## config.mk

```make
export PLATFORM = sky130hd
export DESIGN_NAME = i2c_regbank_arbiter
export DESIGN_NICKNAME = d
export VERILOG_FILES = /design/src/rtl/i2c_regbank_arbiter.sv
export SDC_FILE = /design/constraint.sdc
export NUM_CORES = 1
export LEC_CHECK = 0
export ABC_CLOCK_PERIOD_IN_PS = 1450
export CORE_MARGIN = 2
export CORE_UTILIZATION = 29
export CTS_CLUSTER_DIAMETER = 120
export DETAILED_ROUTE_END_ITERATION = 12
export GPL_ROUTABILITY_DRIVEN = 0
export REMOVE_ABC_BUFFERS = 1
export SETUP_SLACK_MARGIN = 0.5
export SLEW_MARGIN = 0
export SYNTH_ARGS = -nofsm -noshare
export SYNTH_HDL_FRONTEND = slang
export SYNTH_SLANG_ARGS = --single-unit
```

## constraint.sdc

```tcl
create_clock -name clk -period 1.45 [get_ports clk]
set_input_delay 0.29 -clock clk [delete_from_list [all_inputs] [get_ports clk]]
set_output_delay 0.29 -clock clk [all_outputs]
set_load 0.03 [all_outputs]
```

## src/rtl/i2c_regbank_arbiter.sv

```systemverilog
`default_nettype none
// ============================================================================
// Module   : i2c_regbank_arbiter
// Purpose  : Arbitrates a single-port synchronous register bank between the
//            I2C slave application bus and an on-chip core req/ack port.
//            Fixed priority per bank access: I2C write > I2C prefetch > core.
//            The I2C side sees a byte register file whose read byte for the
//            current address is prefetched continuously.
// Ports    : clk, rst_n (synchronous, active-low)
//            i2c_addr/i2c_wen/i2c_wdata     - I2C write strobe and address
//            i2c_rdata_used -> i2c_rdata     - prefetched byte, used strobe
//            i2c_stale                       - sticky "used while not valid"
//            core_req/we/addr/wdata -> core_ack/core_rdata
//            mem_en/we/addr/wdata <- mem_rdata (1-cycle read latency)
//            wprot_hit                       - dropped protected I2C write
// Options  : `define REGBANK_WPROT_EN drops I2C writes at addresses
//            >= WPROT_ADDR; undefined, wprot_hit is tied low.
// Revision : 1.0 - initial release
// ============================================================================
module i2c_regbank_arbiter #(
  parameter int          ADDR_W     = 8,
  parameter logic [7:0]  WPROT_ADDR = 8'hF0
) (
  input  logic              clk,
  input  logic              rst_n,
  input  logic [7:0]        i2c_addr,
  input  logic              i2c_wen,
  input  logic [7:0]        i2c_wdata,
  input  logic              i2c_rdata_used,
  output logic [7:0]        i2c_rdata,
  output logic              i2c_stale,
  input  logic              core_req,
  input  logic              core_we,
  input  logic [ADDR_W-1:0] core_addr,
  input  logic [7:0]        core_wdata,
  output logic              core_ack,
  output logic [7:0]        core_rdata,
  output logic              mem_en,
  output logic              mem_we,
  output logic [ADDR_W-1:0] mem_addr,
  output logic [7:0]        mem_wdata,
  input  logic [7:0]        mem_rdata,
  output logic              wprot_hit
);

  localparam logic [2:0] S_IDLE     = 3'd0;
  localparam logic [2:0] S_I2C_WR   = 3'd1;
  localparam logic [2:0] S_PF_RD    = 3'd2;
  localparam logic [2:0] S_PF_CAP   = 3'd3;
  localparam logic [2:0] S_CORE_ACC = 3'd4;
  localparam logic [2:0] S_CORE_CAP = 3'd5;

  logic [2:0]        state;
  logic              wr_pend;
  logic [7:0]        wr_addr;
  logic [7:0]        wr_data;
  logic              pf_valid;
  logic [ADDR_W-1:0] pf_addr;
  logic [ADDR_W-1:0] pf_req_addr;

  // A strobe arriving in the grant cycle is served directly, so the
  // effective buffer content is the incoming byte when i2c_wen is high.
  logic [7:0]        eff_wr_addr;
  logic [7:0]        eff_wr_data;
  logic              wr_due;
  logic              wr_blocked;
  logic              pf_need;

  assign eff_wr_addr = i2c_wen ? i2c_addr  : wr_addr;
  assign eff_wr_data = i2c_wen ? i2c_wdata : wr_data;
  assign wr_due      = wr_pend || i2c_wen;
  assign pf_need     = !pf_valid || (i2c_addr[ADDR_W-1:0] != pf_addr);

`ifdef REGBANK_WPROT_EN
  assign wr_blocked = (eff_wr_addr >= WPROT_ADDR);
`else
  logic unused_wprot;
  assign unused_wprot = ^WPROT_ADDR;
  assign wr_blocked   = 1'b0;
`endif

  logic [2:0]        state_nx;
  logic              grant_wr;
  logic              mem_en_nx;
  logic              mem_we_nx;
  logic [ADDR_W-1:0] mem_addr_nx;
  logic [7:0]        mem_wdata_nx;
  logic              wprot_nx;

  // Bank outputs are registered: they are computed here at the grant edge
  // and are therefore visible exactly during the access state.
  always_comb begin
    state_nx     = S_IDLE;
    grant_wr     = 1'b0;
    mem_en_nx    = 1'b0;
    mem_we_nx    = 1'b0;
    mem_addr_nx  = '0;
    mem_wdata_nx = '0;
    wprot_nx     = 1'b0;
    case (state)
      S_IDLE: begin
        if (wr_due) begin
          state_nx = S_I2C_WR;
          grant_wr = 1'b1;
          if (wr_blocked) begin
            wprot_nx = 1'b1;
          end else begin
            mem_en_nx    = 1'b1;
            mem_we_nx    = 1'b1;
            mem_addr_nx  = eff_wr_addr[ADDR_W-1:0];
            mem_wdata_nx = eff_wr_data;
          end
        end else if (pf_need) begin
          state_nx    = S_PF_RD;
          mem_en_nx   = 1'b1;
          mem_addr_nx = i2c_addr[ADDR_W-1:0];
        end else if (core_req && !core_ack) begin
          // core_ack high means core_req still belongs to the finished access
          state_nx     = S_CORE_ACC;
          mem_en_nx    = 1'b1;
          mem_we_nx    = core_we;
          mem_addr_nx  = core_addr;
          mem_wdata_nx = core_wdata;
        end
      end
      S_I2C_WR:   state_nx = S_IDLE;
      S_PF_RD:    state_nx = S_PF_CAP;
      S_PF_CAP:   state_nx = S_IDLE;
      S_CORE_ACC: state_nx = mem_we ? S_IDLE : S_CORE_CAP;
      S_CORE_CAP: state_nx = S_IDLE;
      default:    state_nx = S_IDLE;
    endcase
  end

  always_ff @(posedge clk) begin
    if (!rst_n) begin
      state       <= S_IDLE;
      wr_pend     <= 1'b0;
      wr_addr     <= '0;
      wr_data     <= '0;
      pf_valid    <= 1'b0;
      pf_addr     <= '0;
      pf_req_addr <= '0;
      i2c_rdata   <= '0;
      i2c_stale   <= 1'b0;
      core_ack    <= 1'b0;
      core_rdata  <= '0;
      mem_en      <= 1'b0;
      mem_we      <= 1'b0;
      mem_addr    <= '0;
      mem_wdata   <= '0;
      wprot_hit   <= 1'b0;
    end else begin
      state     <= state_nx;
      mem_en    <= mem_en_nx;
      mem_we    <= mem_we_nx;
      mem_addr  <= mem_addr_nx;
      mem_wdata <= mem_wdata_nx;
      wprot_hit <= wprot_nx;

      if (i2c_wen) begin
        wr_addr <= i2c_addr;
        wr_data <= i2c_wdata;
      end
      if (grant_wr)
        wr_pend <= 1'b0;
      else if (i2c_wen)
        wr_pend <= 1'b1;

      if (state == S_PF_RD)
        pf_req_addr <= mem_addr;

      core_ack <= ((state == S_CORE_ACC) && mem_we) || (state == S_CORE_CAP);
      if (state == S_CORE_CAP)
        core_rdata <= mem_rdata;

      if (state == S_PF_CAP) begin
        i2c_rdata <= mem_rdata;
        pf_addr   <= pf_req_addr;
        pf_valid  <= 1'b1;
      end
      // Any bank write over the prefetched byte invalidates it (refetch).
      if (((state == S_I2C_WR) || (state == S_CORE_ACC)) &&
          mem_en && mem_we && (mem_addr == pf_addr))
        pf_valid <= 1'b0;
      // A consumed byte is always refetched, after the slave's increment.
      if (i2c_rdata_used) begin
        pf_valid <= 1'b0;
        if (!(pf_valid && (pf_addr == i2c_addr[ADDR_W-1:0])))
          i2c_stale <= 1'b1;
      end
    end
  end

endmodule
`default_nettype wire

```

# [After elaboration in Yosys (flattened, before gate mapping)]
# Index checks and enable logic that the tools add are counted.
[op_classes] muxes=21 n_bitwise=2 reduce_logical=17 eq_ne=8
[ops] cell="$mux W8" n=8
[ops] cell="$eq A8 B8 Y1" n=2
[ops] cell="$mux W3" n=4
[ops] cell="$pmux W3 S3" n=1
[ops] cell="$mux W1" n=8
[ops] cell="$ne A8 B8 Y1" n=1
[ops] cell="$eq A3 B2 Y1 const B" n=2
[ops] cell="$eq A3 B3 Y1 const B" n=2
[ops] cell="$logic_and A1 B1 Y1" n=6
[ops] cell="$logic_or A1 B1 Y1" n=4
[ops] cell="$reduce_and A2 Y1" n=2
[ops] cell="$eq A3 B1 Y1 const B" n=1
[ops] cell="$logic_not A3 Y1" n=1
[ops] cell="$reduce_or A3 Y1" n=1
[ops] cell="$logic_not A1 Y1" n=2
[ops] cell="$not A1 Y1" n=2
[ops] cell="$reduce_or A2 Y1" n=1
[word_totals] output_inout_bits=37 wordCells=63 register_bits=73 input_bits=46

# [Logic depth before layout (Yosys ltp)]
[depth] word_depth=6 ltp_mapped=7 mapped_depth_nobuf=4

# [Least setup slack after synthesis]
# OpenSTA, ideal clock, no wires.
[synth_path] path_type="register to register" startpoint="register pf_addr[0]" endpoint="register mem_addr[2]" synth_period_minus_slack_ns=1.568 path_buffers=1 arrival_time_ns=1.494 t_required_ns=1.376 path_slack_ns=-0.118 setup_time_ns=0.074 path_stages_with_launch=6 path_cell_list="dfxtp_1 > xnor2_1 > o2111ai_2 > buf_6 > or4_1 > a31oi_1"
[synth_via] elab_chain_cells=4
[synth_lines] item="start, declared" line="58" rtl="logic [ADDR_W-1:0] pf_addr;"
[synth_lines] item="start signal, assigned" line="179" rtl="pf_addr <= pf_req_addr;"
[synth_lines] item="$ne A8 B8 Y1" line="72" rtl="assign pf_need = !pf_valid || (i2c_addr[ADDR_W-1:0] != pf_addr);"
[synth_lines] item="$logic_or A1 B1 Y1" line="72"
[synth_lines] item="$mux W8" line="113" rtl="end else if (pf_need) begin"
[synth_lines] item="$mux W8" line="102" rtl="if (wr_due) begin"
[synth_lines] item="end signal, assigned" line="157" rtl="mem_addr <= mem_addr_nx;"
[synth_lines] item="end, declared" line="40" rtl="output logic [ADDR_W-1:0] mem_addr,"
# Every way passes these cells.
# A chain may end at the register's enable or synchronous reset.

# [Worst setup path after layout]
[layout_path] startpoint="register pf_addr[2]" endpoint="register mem_addr[7]"
# Same word-level chain as after synthesis.

==> impl_summary.log <==
[metrics] Worst Setup SP: pf_addr[2]
[metrics] Inserted Clock Buffers: 9
[metrics] Main synth FF type: dfxtp_1
[metrics] number of routed nets with antenna violations: 0
[metrics] number of filler instances in the final layout: 947
[metrics] TritonRoute pass-1 iters: 4
[metrics] final number of setup-violating endpoints: 18
[metrics] average cell area after synthesis: 8.63 sq um
[metrics] aggregate global routing overflow: 0
[metrics] floorplan die width: 107 um
[metrics] clock transition at the registers of the reported paths: 0.08 ns
[metrics] Clk Latency, worst-skew pair: 0.35 ns
[metrics] clock tree from TritonCTS: built
[metrics] worst slack, placed: -0.681 ns
[metrics] total die area: 11,500 sq um
[metrics] number of register bits inferred by synthesis: 73
[metrics] number of core rows: 37
[metrics] part of the Yosys area used for sequential elements: 0.474
[metrics] Net Switching: 1.33 mW
[metrics] Synthesis Warnings: 0
[metrics] number of port buffers: 81
[metrics] violations in the final reports: negative setup slack
[metrics] fraction of registers with async set/reset: 0
[metrics] hold buffer count at cts: 0
[metrics] layout cell share with drive strength beyond 1: 0.521
[metrics] reported max-cap violation count: 0
[metrics] count of placed standard cells in the final layout, fillers left out: 639
[metrics] largest area contributor in the synthesized netlist: dfxtp_1
[metrics] post-route clock period utilization: 1.11
[metrics] total number of vias: 3,106
[metrics] number of logic stages on the critical path including buffering: 5
[metrics] minimum setup slack among reg-to-reg paths: -0.16 ns
[metrics] area share of the largest cell type after synthesis: 0.474
[metrics] kind of end point of the critical path: flip-flop
[metrics] final critical delay including setup and external delays: 1.61 ns
[metrics] P_int: 3.59 mW
[metrics] most common cell after layout, fill and taps aside: buf_4
[metrics] clock group share of total power: 0.349
[metrics] Post-Syn Instances: 357
[metrics] Peak supply drop: 0.000576 V
[metrics] relative contribution of sequential cells to total power: 0.444
[metrics] highest-count cells in the layout ignoring fill and taps: 53 x buf_4, 48 x buf_6, 45 x nand2_1
[metrics] Worst Path Class, Setup: reg -> reg
[metrics] number of buffers on the longest clock path: 2
[metrics] pin count of the biggest net entering global routing: 29
[metrics] master of the slowest instance on the critical path: or4_1
[metrics] largest stage delay on the critical path: 0.52 ns
[metrics] Pwr per Cell Area: 909 nW/um^2
[metrics] RR Endpoint: mem_addr[7]
[metrics] nets@finish: 545
[metrics] Worst Slack Setup Final: -0.159 ns
[metrics] diode insertion count for antenna repair: 0
[metrics] y dimension of the die: 107 um
[metrics] half-perimeter wire length after placement: 6080 um
[metrics] number of antenna violations at the first check in global routing: 0
[metrics] Gate power share: 0.207
[metrics] number of H-tree levels: 3
[metrics] layout-stage area growth over the synthesis result: 75.8%
[metrics] Total Routed Length: 9530 um
[metrics] detail-routed net length per standard cell: 14.9 um
[metrics] final number of hold-violating endpoints: 0
[metrics] Initial Utilization: 0.299
[metrics] path category of the worst min-delay check: in -> reg
[metrics] Core Area: 10,300 sq um
[metrics] leakage power: 2.28 nW
[metrics] Distinct cells, synth: 38
[metrics] vias in the first global route: 3,070
[metrics] global-route wire length before repair: 14,800 um
[metrics] CTS root buf: clkbuf_8
[metrics] timing endpoint of the critical path: mem_addr[7]
[metrics] number of placed instances, taps included: 596
[metrics] critical path arrival: 1.87 ns
[metrics] number of ports placed on the die boundary: 83
[metrics] number of cells on the worst reg-to-reg path: 5
[metrics] critical path data required time: 1.71 ns
[metrics] Switching Share: 0.271
[metrics] Total Routing Usage GR: 0.165
[metrics] starting DRC count in detailed routing: 59
[metrics] critical path startpoint category: flip-flop
[metrics] worst path cell trace: xnor2_2 > o2111ai_2 > buf_6 > or4_1 > a31oi_1
[metrics] worst hold slack: 0.422 ns
[metrics] summed instance area of the synthesized netlist: 3080 sq um
[metrics] number of remaining DRC errors: 0
[metrics] number of sinks handled by clock tree synthesis: 73
[metrics] delay-heaviest family, CP: simple AND/OR/NAND/NOR gates
[metrics] main area contributors after synthesis: dfxtp_1 47%, nand2_1 9.3%, a21oi_1 7.0%, mux2i_1 4.5%, xnor2_1 4.3%
[metrics] unrepaired setup endpoints after global routing: true
[metrics] crit path max fanout: 7
[metrics] run status: complete, but fails checks
[metrics] number of enable flip-flop cells after synthesis: 0
[metrics] Achievable Freq: 0.621 GHz
[metrics] worst reg2reg path startpoint: pf_addr[2]
[metrics] count of buffering cells on the critical path with inverters included: 1
[metrics] routed via count divided by cell count: 4.86
[metrics] Max Transition Viols Final: 0
[metrics] post-route clock skew: 0.0106 ns
==> synth_stat cells, types with 2 or more instances <==
cell      instances
nand2b_1         10
dfxtp_1          73
mux2_2            2
nor2_1           20
inv_1             2
o311ai_0          6
nor3_1            5
nand2_1          76
xnor2_1          15
nor4b_1           2
buf_2             4
nand4_1           2
or4_1             9
nand3_1           3
a22oi_1           6
a31o_2            6
clkbuf_1         22
o21ai_0           3
mux2i_1          14
a31oi_1           8
nor4b_4           2
a21oi_1          43
and2_1            3
a31o_1            2
or2_2             2
nor2b_1           2
nor4_1            2
o31ai_1           3
==> stage by stage <==
stage	util	instance area (sq um)	power [mW]	TNS [ns]
finish	0.525	5420	4.93	-1.31
global placement	0.424	4370	3.00	-18.67
floorplan	-	2960	2.54	-3.55
detailed placement	0.424	4370	3.01	-20.03
CTS	0.498	5150	4.90	-1.36
global route	0.525	5420	5.14	-3.13
==> worst min-delay path, stage by stage <==
cell           delay (ns)
dlygate4sd2_1        0.28
clkinv_4             0.11
a21oi_2              0.04
==> flip-flops by register name, summed over array words and instances, names as in the netlist <==
register	count
core_rdata	8
i2c_rdata	8
mem_addr	8
mem_wdata	8
pf_addr	8
pf_req_addr	8
wr_addr	8
wr_data	8
state	3
core_ack	1
i2c_stale	1
mem_en	1
mem_we	1
pf_valid	1
wr_pend	1
==> routing by layer <==
layer / vias up / GRT usage / routed length (um)
met5: - / 0 / 0
met4: 0 / 0.0473 / 94
met3: 10 / 0.0553 / 615
met2: 98 / 0.297 / 4900
met1: 1473 / 0.185 / 3920
li1: 1525 / - / -
==> what timing repair did <==
action                                  4_1_cts  5_1_grt
setup buffers                                11       12
pin swaps                                    36       16
cloned                                        5        0
endpoints found under the setup margin      109       93
resized for setup                           387       38
==> logic make-up after synthesis <==
group / after synthesis / share of synthesized area
muxes: 16 / 0.0528
other: 1 / 0.00122
AOI/OAI and AO/OA: 80 / 0.163
DFF: 73 / 0.474
buffers and inverters: 31 / 0.0430
xor gates and xnor gates: 16 / 0.0455
and+or+nand+nor: 140 / 0.220
==> power groups by stage <==
stage | combinational (mW) | sequential, mW | clock (mW)
floorplan | 0.256 | 2.28 | 0
global placement | 0.795 | 2.21 | 0
detailed placement | 0.803 | 2.21 | 0
CTS | 0.960 | 2.18 | 1.76
global route | 1.09 | 2.19 | 1.86
finish | 1.02 | 2.19 | 1.72
==> how the worst min path moves through the flow <==
stage	from	to	slack (ns)	cells after the start
detailed placement	pf_req_addr[2]	pf_addr[2]	0.45	2
CTS	i2c_addr[7]	wr_addr[7]	0.41	3
global route	rst_n	pf_req_addr[0]	0.41	3
floorplan	i2c_rdata_used	pf_valid	0.37	1
finish	rst_n	pf_req_addr[0]	0.42	3
global placement	pf_req_addr[7]	pf_addr[7]	0.44	2
==> layout make-up <==
| cell class | count | area, sq um | area share |
|---|---|---|---|
| clock buffer | 10 | 128 | 0.0236 |
| timing repair buffer | 157 | 1600 | 0.296 |
| inverter | 3 | 16.3 | 0.00300 |
| sequential | 73 | 1530 | 0.283 |
| tap | 136 | 170 | 0.0314 |
| clock inverter | 5 | 81.3 | 0.0150 |
| multi-input combinational | 255 | 1890 | 0.349 |
(Power assumes the default switching activity.)
